`config.mk`:
```
export PLATFORM = sky130hd
export DESIGN_NAME = bcd_frame_receiver
export DESIGN_NICKNAME = d
export VERILOG_FILES = /design/src/rtl/bcd_frame_receiver.sv
export SDC_FILE = /design/constraint.sdc
export NUM_CORES = 1
export LEC_CHECK = 0
export CORE_MARGIN = 4
export CORE_UTILIZATION = 35
export DETAILED_ROUTE_END_ITERATION = 10
export GPL_ROUTABILITY_DRIVEN = 0
export SKIP_LAST_GASP = 1
export SYNTH_ARGS = -nofsm -noshare
export SYNTH_HDL_FRONTEND = slang
export SYNTH_SLANG_ARGS = --single-unit
```
`constraint.sdc`:
```
create_clock -name clk -period 10.7 [get_ports clk]
set_input_delay 2.14 -clock clk [delete_from_list [all_inputs] [get_ports clk]]
set_output_delay 2.14 -clock clk [all_outputs]
set_load 0.01 [all_outputs]
```
`src/rtl/bcd_frame_receiver.sv`:
```
// Receive side of the four-frame (A/B/C/D) BCD display stream: checks the tag sequence, reassembles
// 11 digits and converts them serially to binary. Define RX_STATS_EN for saturating event counters.
module bcd_frame_receiver #(
  parameter int unsigned OUT_W = 36
) (
  input  logic             clk,
  input  logic             rst,
  input  logic             frame_stb,
  input  logic [6:0]       tag,
  input  logic [11:0]      digits,
  output logic [OUT_W-1:0] value,
  output logic             valid,
  output logic             overflow,
  output logic             err,
  output logic [1:0]       err_code,
  output logic             busy,
  output logic [7:0]       good_cnt,
  output logic [7:0]       err_cnt
);

  localparam logic [6:0] TagA     = 7'b0001000;
  localparam logic [6:0] TagB     = 7'b0000000;
  localparam logic [6:0] TagC     = 7'b1000110;
  localparam logic [6:0] TagD     = 7'b1000000;
  localparam logic [6:0] TagBlank = 7'b0111111;

  localparam logic [1:0] ErrSeq     = 2'b01;
  localparam logic [1:0] ErrDigit   = 2'b10;
  localparam logic [1:0] ErrOverrun = 2'b11;

  localparam int unsigned AccW      = 37;
  localparam int unsigned NumDigits = 11;
  localparam int unsigned ConvW     = 4 * NumDigits;

  typedef enum logic [1:0] {StWaitA, StHaveA, StHaveB, StHaveC} state_e;

  state_e state_q, state_d;

  // Tag and digit decode
  logic is_a, is_b, is_c, is_d, is_blank;
  logic hi_is_f, hi_bcd, mid_bcd, lo_bcd, digits_ok;
  logic tag_expected;

  assign is_a     = (tag == TagA);
  assign is_b     = (tag == TagB);
  assign is_c     = (tag == TagC);
  assign is_d     = (tag == TagD);
  assign is_blank = (tag == TagBlank);

  assign hi_is_f   = (digits[11:8] == 4'hF);
  assign hi_bcd    = (digits[11:8] <= 4'd9);
  assign mid_bcd   = (digits[7:4] <= 4'd9);
  assign lo_bcd    = (digits[3:0] <= 4'd9);
  assign digits_ok = (is_a ? hi_is_f : hi_bcd) & mid_bcd & lo_bcd;

  always_comb begin
    case (state_q)
      StWaitA: tag_expected = is_a;
      StHaveA: tag_expected = is_b;
      StHaveB: tag_expected = is_c;
      StHaveC: tag_expected = is_d;
      default: tag_expected = 1'b0;
    endcase
  end

  // Converter state (declared early; the overrun check needs busy_q)
  logic [ConvW-1:0] conv_q;
  logic [AccW-1:0]  acc_q, acc_next;
  logic [3:0]       cnt_q;
  logic             busy_q, last_digit, acc_over;

  // Frame actions
  logic seq_err, digit_err, overrun_err;
  logic load_a, load_b, load_c, set_done, start_conv;

  always_comb begin
    seq_err   = 1'b0;
    digit_err = 1'b0;
    load_a    = 1'b0;
    load_b    = 1'b0;
    load_c    = 1'b0;
    set_done  = 1'b0;
    if (frame_stb && !is_blank) begin
      if (!tag_expected) begin
        seq_err = 1'b1;
        // An out-of-order A restarts assembly, provided its digits are usable
        load_a  = is_a & digits_ok;
      end else if (!digits_ok) begin
        digit_err = 1'b1;
      end else begin
        load_a   = is_a;
        load_b   = is_b;
        load_c   = is_c;
        set_done = is_d;
      end
    end
    start_conv  = set_done & ~busy_q;
    overrun_err = set_done & busy_q;
  end

  // Assembly FSM
  always_comb begin
    state_d = state_q;
    if (frame_stb) begin
      if (load_a) begin
        state_d = StHaveA;
      end else if (load_b) begin
        state_d = StHaveB;
      end else if (load_c) begin
        state_d = StHaveC;
      end else begin
        state_d = StWaitA;
      end
    end
  end

  always_ff @(posedge clk or posedge rst) begin
    if (rst) begin
      state_q <= StWaitA;
    end else begin
      state_q <= state_d;
    end
  end

  // Partial digits d10..d3; d2..d0 come straight from the D frame
  logic [31:0] asm_q;

  always_ff @(posedge clk or posedge rst) begin
    if (rst) begin
      asm_q <= '0;
    end else if (load_a) begin
      asm_q[31:24] <= digits[7:0];
    end else if (load_b) begin
      asm_q[23:12] <= digits;
    end else if (load_c) begin
      asm_q[11:0] <= digits;
    end
  end

  // Serial BCD-to-binary: acc*10 + digit as acc*8 + acc*2 + digit, MSD first
  assign acc_next   = (acc_q << 3) + (acc_q << 1) + AccW'(conv_q[ConvW-1 -: 4]);
  assign last_digit = busy_q & (cnt_q == 4'(NumDigits - 1));
  assign acc_over   = |(acc_next >> OUT_W);

  always_ff @(posedge clk or posedge rst) begin
    if (rst) begin
      conv_q <= '0;
      acc_q  <= '0;
      cnt_q  <= '0;
      busy_q <= 1'b0;
    end else if (start_conv) begin
      conv_q <= {asm_q, digits};
      acc_q  <= '0;
      cnt_q  <= '0;
      busy_q <= 1'b1;
    end else if (busy_q) begin
      conv_q <= conv_q << 4;
      acc_q  <= acc_next;
      cnt_q  <= cnt_q + 4'd1;
      if (last_digit) begin
        busy_q <= 1'b0;
      end
    end
  end

  // Result and error registers
  logic [OUT_W-1:0] value_q;
  logic             valid_q, overflow_q, err_q;
  logic [1:0]       err_code_q;
  logic             err_d;

  assign err_d = seq_err | digit_err | overrun_err;

  always_ff @(posedge clk or posedge rst) begin
    if (rst) begin
      value_q    <= '0;
      valid_q    <= 1'b0;
      overflow_q <= 1'b0;
    end else begin
      valid_q <= last_digit;
      if (last_digit) begin
        value_q    <= acc_over ? '1 : OUT_W'(acc_next);
        overflow_q <= acc_over;
      end
    end
  end

  always_ff @(posedge clk or posedge rst) begin
    if (rst) begin
      err_q      <= 1'b0;
      err_code_q <= 2'b00;
    end else begin
      err_q <= err_d;
      if (seq_err) begin
        err_code_q <= ErrSeq;
      end else if (digit_err) begin
        err_code_q <= ErrDigit;
      end else if (overrun_err) begin
        err_code_q <= ErrOverrun;
      end
    end
  end

`ifdef RX_STATS_EN
  logic [7:0] good_cnt_q, err_cnt_q;

  // Counters step on the same edge that raises valid / err
  always_ff @(posedge clk or posedge rst) begin
    if (rst) begin
      good_cnt_q <= '0;
      err_cnt_q  <= '0;
    end else begin
      if (last_digit && good_cnt_q != 8'hFF) begin
        good_cnt_q <= good_cnt_q + 8'd1;
      end
      if (err_d && err_cnt_q != 8'hFF) begin
        err_cnt_q <= err_cnt_q + 8'd1;
      end
    end
  end

  assign good_cnt = good_cnt_q;
  assign err_cnt  = err_cnt_q;
`else
  assign good_cnt = 8'd0;
  assign err_cnt  = 8'd0;
`endif

  assign value    = value_q;
  assign valid    = valid_q;
  assign overflow = overflow_q;
  assign err      = err_q;
  assign err_code = err_code_q;
  assign busy     = busy_q;

endmodule

```
==> qor.csv <==
metric;value;unit
status;finished clean;
first_global_vias;6692;
yosys.area.top_type_share;44.33;%
p_leak;4.933;nW
pre_cts_ws;5.569;ns
syn_area;9032;um^2
tns;0;ns
cts_root_buf;clkbuf_16;
r2r_end;value[24];
max-cap-violations;0;
instances_no_fill;1294;
die_w;168.6;um
post-route-cell-area;10460;um^2
wirelength;20850;um
crit_arrival;5.05;ns
fp-row-count;58;
placed_area;9864;um^2
die_y;168.6;um
cp-end-kind;flip-flop;
final_core_util;41.43;%
synth_ff_type;dfrtp_1;
ioPinCount;80;
synthTopCellsByArea;dfrtp_1 44%, ha_1 9.7%, nand2_1 5.3%;
layout_common_cells;159 x dfrtp_1, 128 x nand2_1, 85 x o21ai_0;
dr_total_vias;6623;
drive_gt1_share;9.129;%
rsz0062_at_grt;no;
ys_seq_area_share;44.33;%
synth_area_per_cell;9.970;um^2
hold_depth;2;
power.total;1.438;mW
cts_setup_buffers;0;
rrSetupSlack;6.82;ns
globalRouteOverflowTotal;0;
ys_seq_elements;160;
irDropWorstVdd;78.79;uV
synth_top_area_cell;dfrtp_1;
setup_viol;0;
hold_start;conv_q[3];
multi_input_area;4684;um^2
cts_buffers;17;
cp-start-kind;input pin;
worstPathRequired;11.04;ns
wl_per_cell;16.11;um
final.setup.worst_slack;5.990;ns
ctsHoldBuffers;0;
drt-initial-drc-count;429;
hold_end;conv_q[7];
clk_pin_slew;0.06;ns
start_util;35.77;%
nFillCells;2497;
hold_violations;0;
cts_buffer_depth;2;
hp-class;flip-flop to flip-flop;
syn_inst;906;
async_reset_ff_share;100.0;%
cts_resized;0;
fin_worst_skew;0.009380;ns
clock_latency;0.42;ns
diodes;0;
core_region_area;25250;um^2
final_common_cell;dfrtp_1;
slew_headroom;34.62;%
syn_to_final_growth;15.83;%
grtUsageTotal;15.02;%
htree_levels;4;
reg2reg_from;acc_q[0];
place_hpwl;14590;um
crit_fanout;13;
power.density;137.4;nW/um^2
grt_start_max_net_pins;111;
antenna_found_initial;0;
synth_warnings;0;
path_class;input pin to flip-flop;
tightest_slew;0.9760;ns
cts.sinks;160;
grt_pass1_wl;34860;um
ant_nets;0;
drc;0;
cts_tree;yes;
synth_cell_type_count;70;
num-nets-final;1046;
hold_ws;0.4798;ns
r2r_cells;13;
dieArea;28440;um^2
viasPerCell;5.118;
drv_slew;0;
portBuffers;63;
dp.cells;1263;
fin_crit;4.710;ns
synth-edff-count;0;
dr.pass1.iters;4;
seq_area;4008;um^2
finalCritPeriodShare;44.02;%
timing.fmax;212.3;MHz
routing by layer:
| layer | track usage [%] | wire length [um] | vias up |
|---|---|---|---|
| met2 | 25.24 | 10160 | 113 |
| met3 | 2.732 | 783 | 10 |
| met1 | 20.52 | 9787 | 3248 |
| met4 | 2.929 | 118 | 0 |
| li1 | - | - | 3252 |
| met5 | 0 | 0 | - |
cells by family after synthesis:
logic type               share of synthesized area [%]
adder cells (fa/ha/maj)                          10.14
AO/OA/AOI/OAI                                    15.94
multiplexers                                     8.879
flip-flops                                       44.33
AND/OR/NAND/NOR                                  12.47
XOR/XNOR                                         3.754
buffers and inverters                            4.447
other                                          0.04152
layout make-up:
cell class	count	area share [%]
Multi-Input combinational cell	683	44.77
Sequential cell	160	38.30
Timing Repair Buffer	69	6.458
Clock buffer	22	4.437
Tap cell	330	3.946
Clock inverter	9	1.280
Inverter	21	0.8012
critical path: stages:
cell	delay, ns
clkdlybuf4s50_1	0.68
nand4_1	0.17
o31ai_2	0.45
nor2_1	0.18
nand2_2	0.13
nor4_2	0.04
buf_4	0.20
nor2_1	0.74
o21ai_0	0.20
o21ai_0	0.11
cells in the mapped netlist (3+ instances only):
library cell,count
o22ai_1,6
mux2_2,25
ha_1,70
mux2_4,8
and4_1,3
a21oi_1,57
mux2i_1,40
o211ai_1,3
buf_2,8
nand3_1,9
nor2_1,70
o21a_1,7
a21o_1,15
clkbuf_1,27
nor3_1,6
a21boi_0,3
a211oi_1,3
o21ai_1,3
o31ai_2,4
nand2_1,128
xnor2_1,18
o22a_1,7
a22o_1,8
and3_1,3
a31oi_1,9
buf_4,20
nand4_1,9
xor2_1,17
inv_1,20
nand2b_1,5
nor2b_1,3
o21ai_0,85
dfrtp_1,160
o31ai_1,4
sequential cells by signal (all words and copies together), names as in the netlist:
signal / count
busy: 1
cnt_q: 4
err_code: 2
overflow: 1
err: 1
state_q: 2
acc_q: 36
valid: 1
conv_q: 44
asm_q: 32
value: 36
how the worst max path moves through the flow:
stage,cells past startpoint,end,slack (ns),start
finish,10,cnt_q[2],5.99,tag[3]
global route,10,acc_q[10],5.77,tag[0]
CTS,10,cnt_q[2],6.03,tag[3]
detailed placement,10,cnt_q[2],5.57,tag[3]
global placement,10,cnt_q[3],5.61,tag[3]
floorplan,1,acc_q[0],4.24,rst
where the power goes:
group          internal (mW)  switching [mW]  leakage (nW)  total (mW)
Combinational         0.0724           0.125          2.78       0.198
Clock                  0.379           0.246         0.290       0.624
Sequential             0.611         0.00468          1.86       0.616
Power figures use the tool's default switching activity.
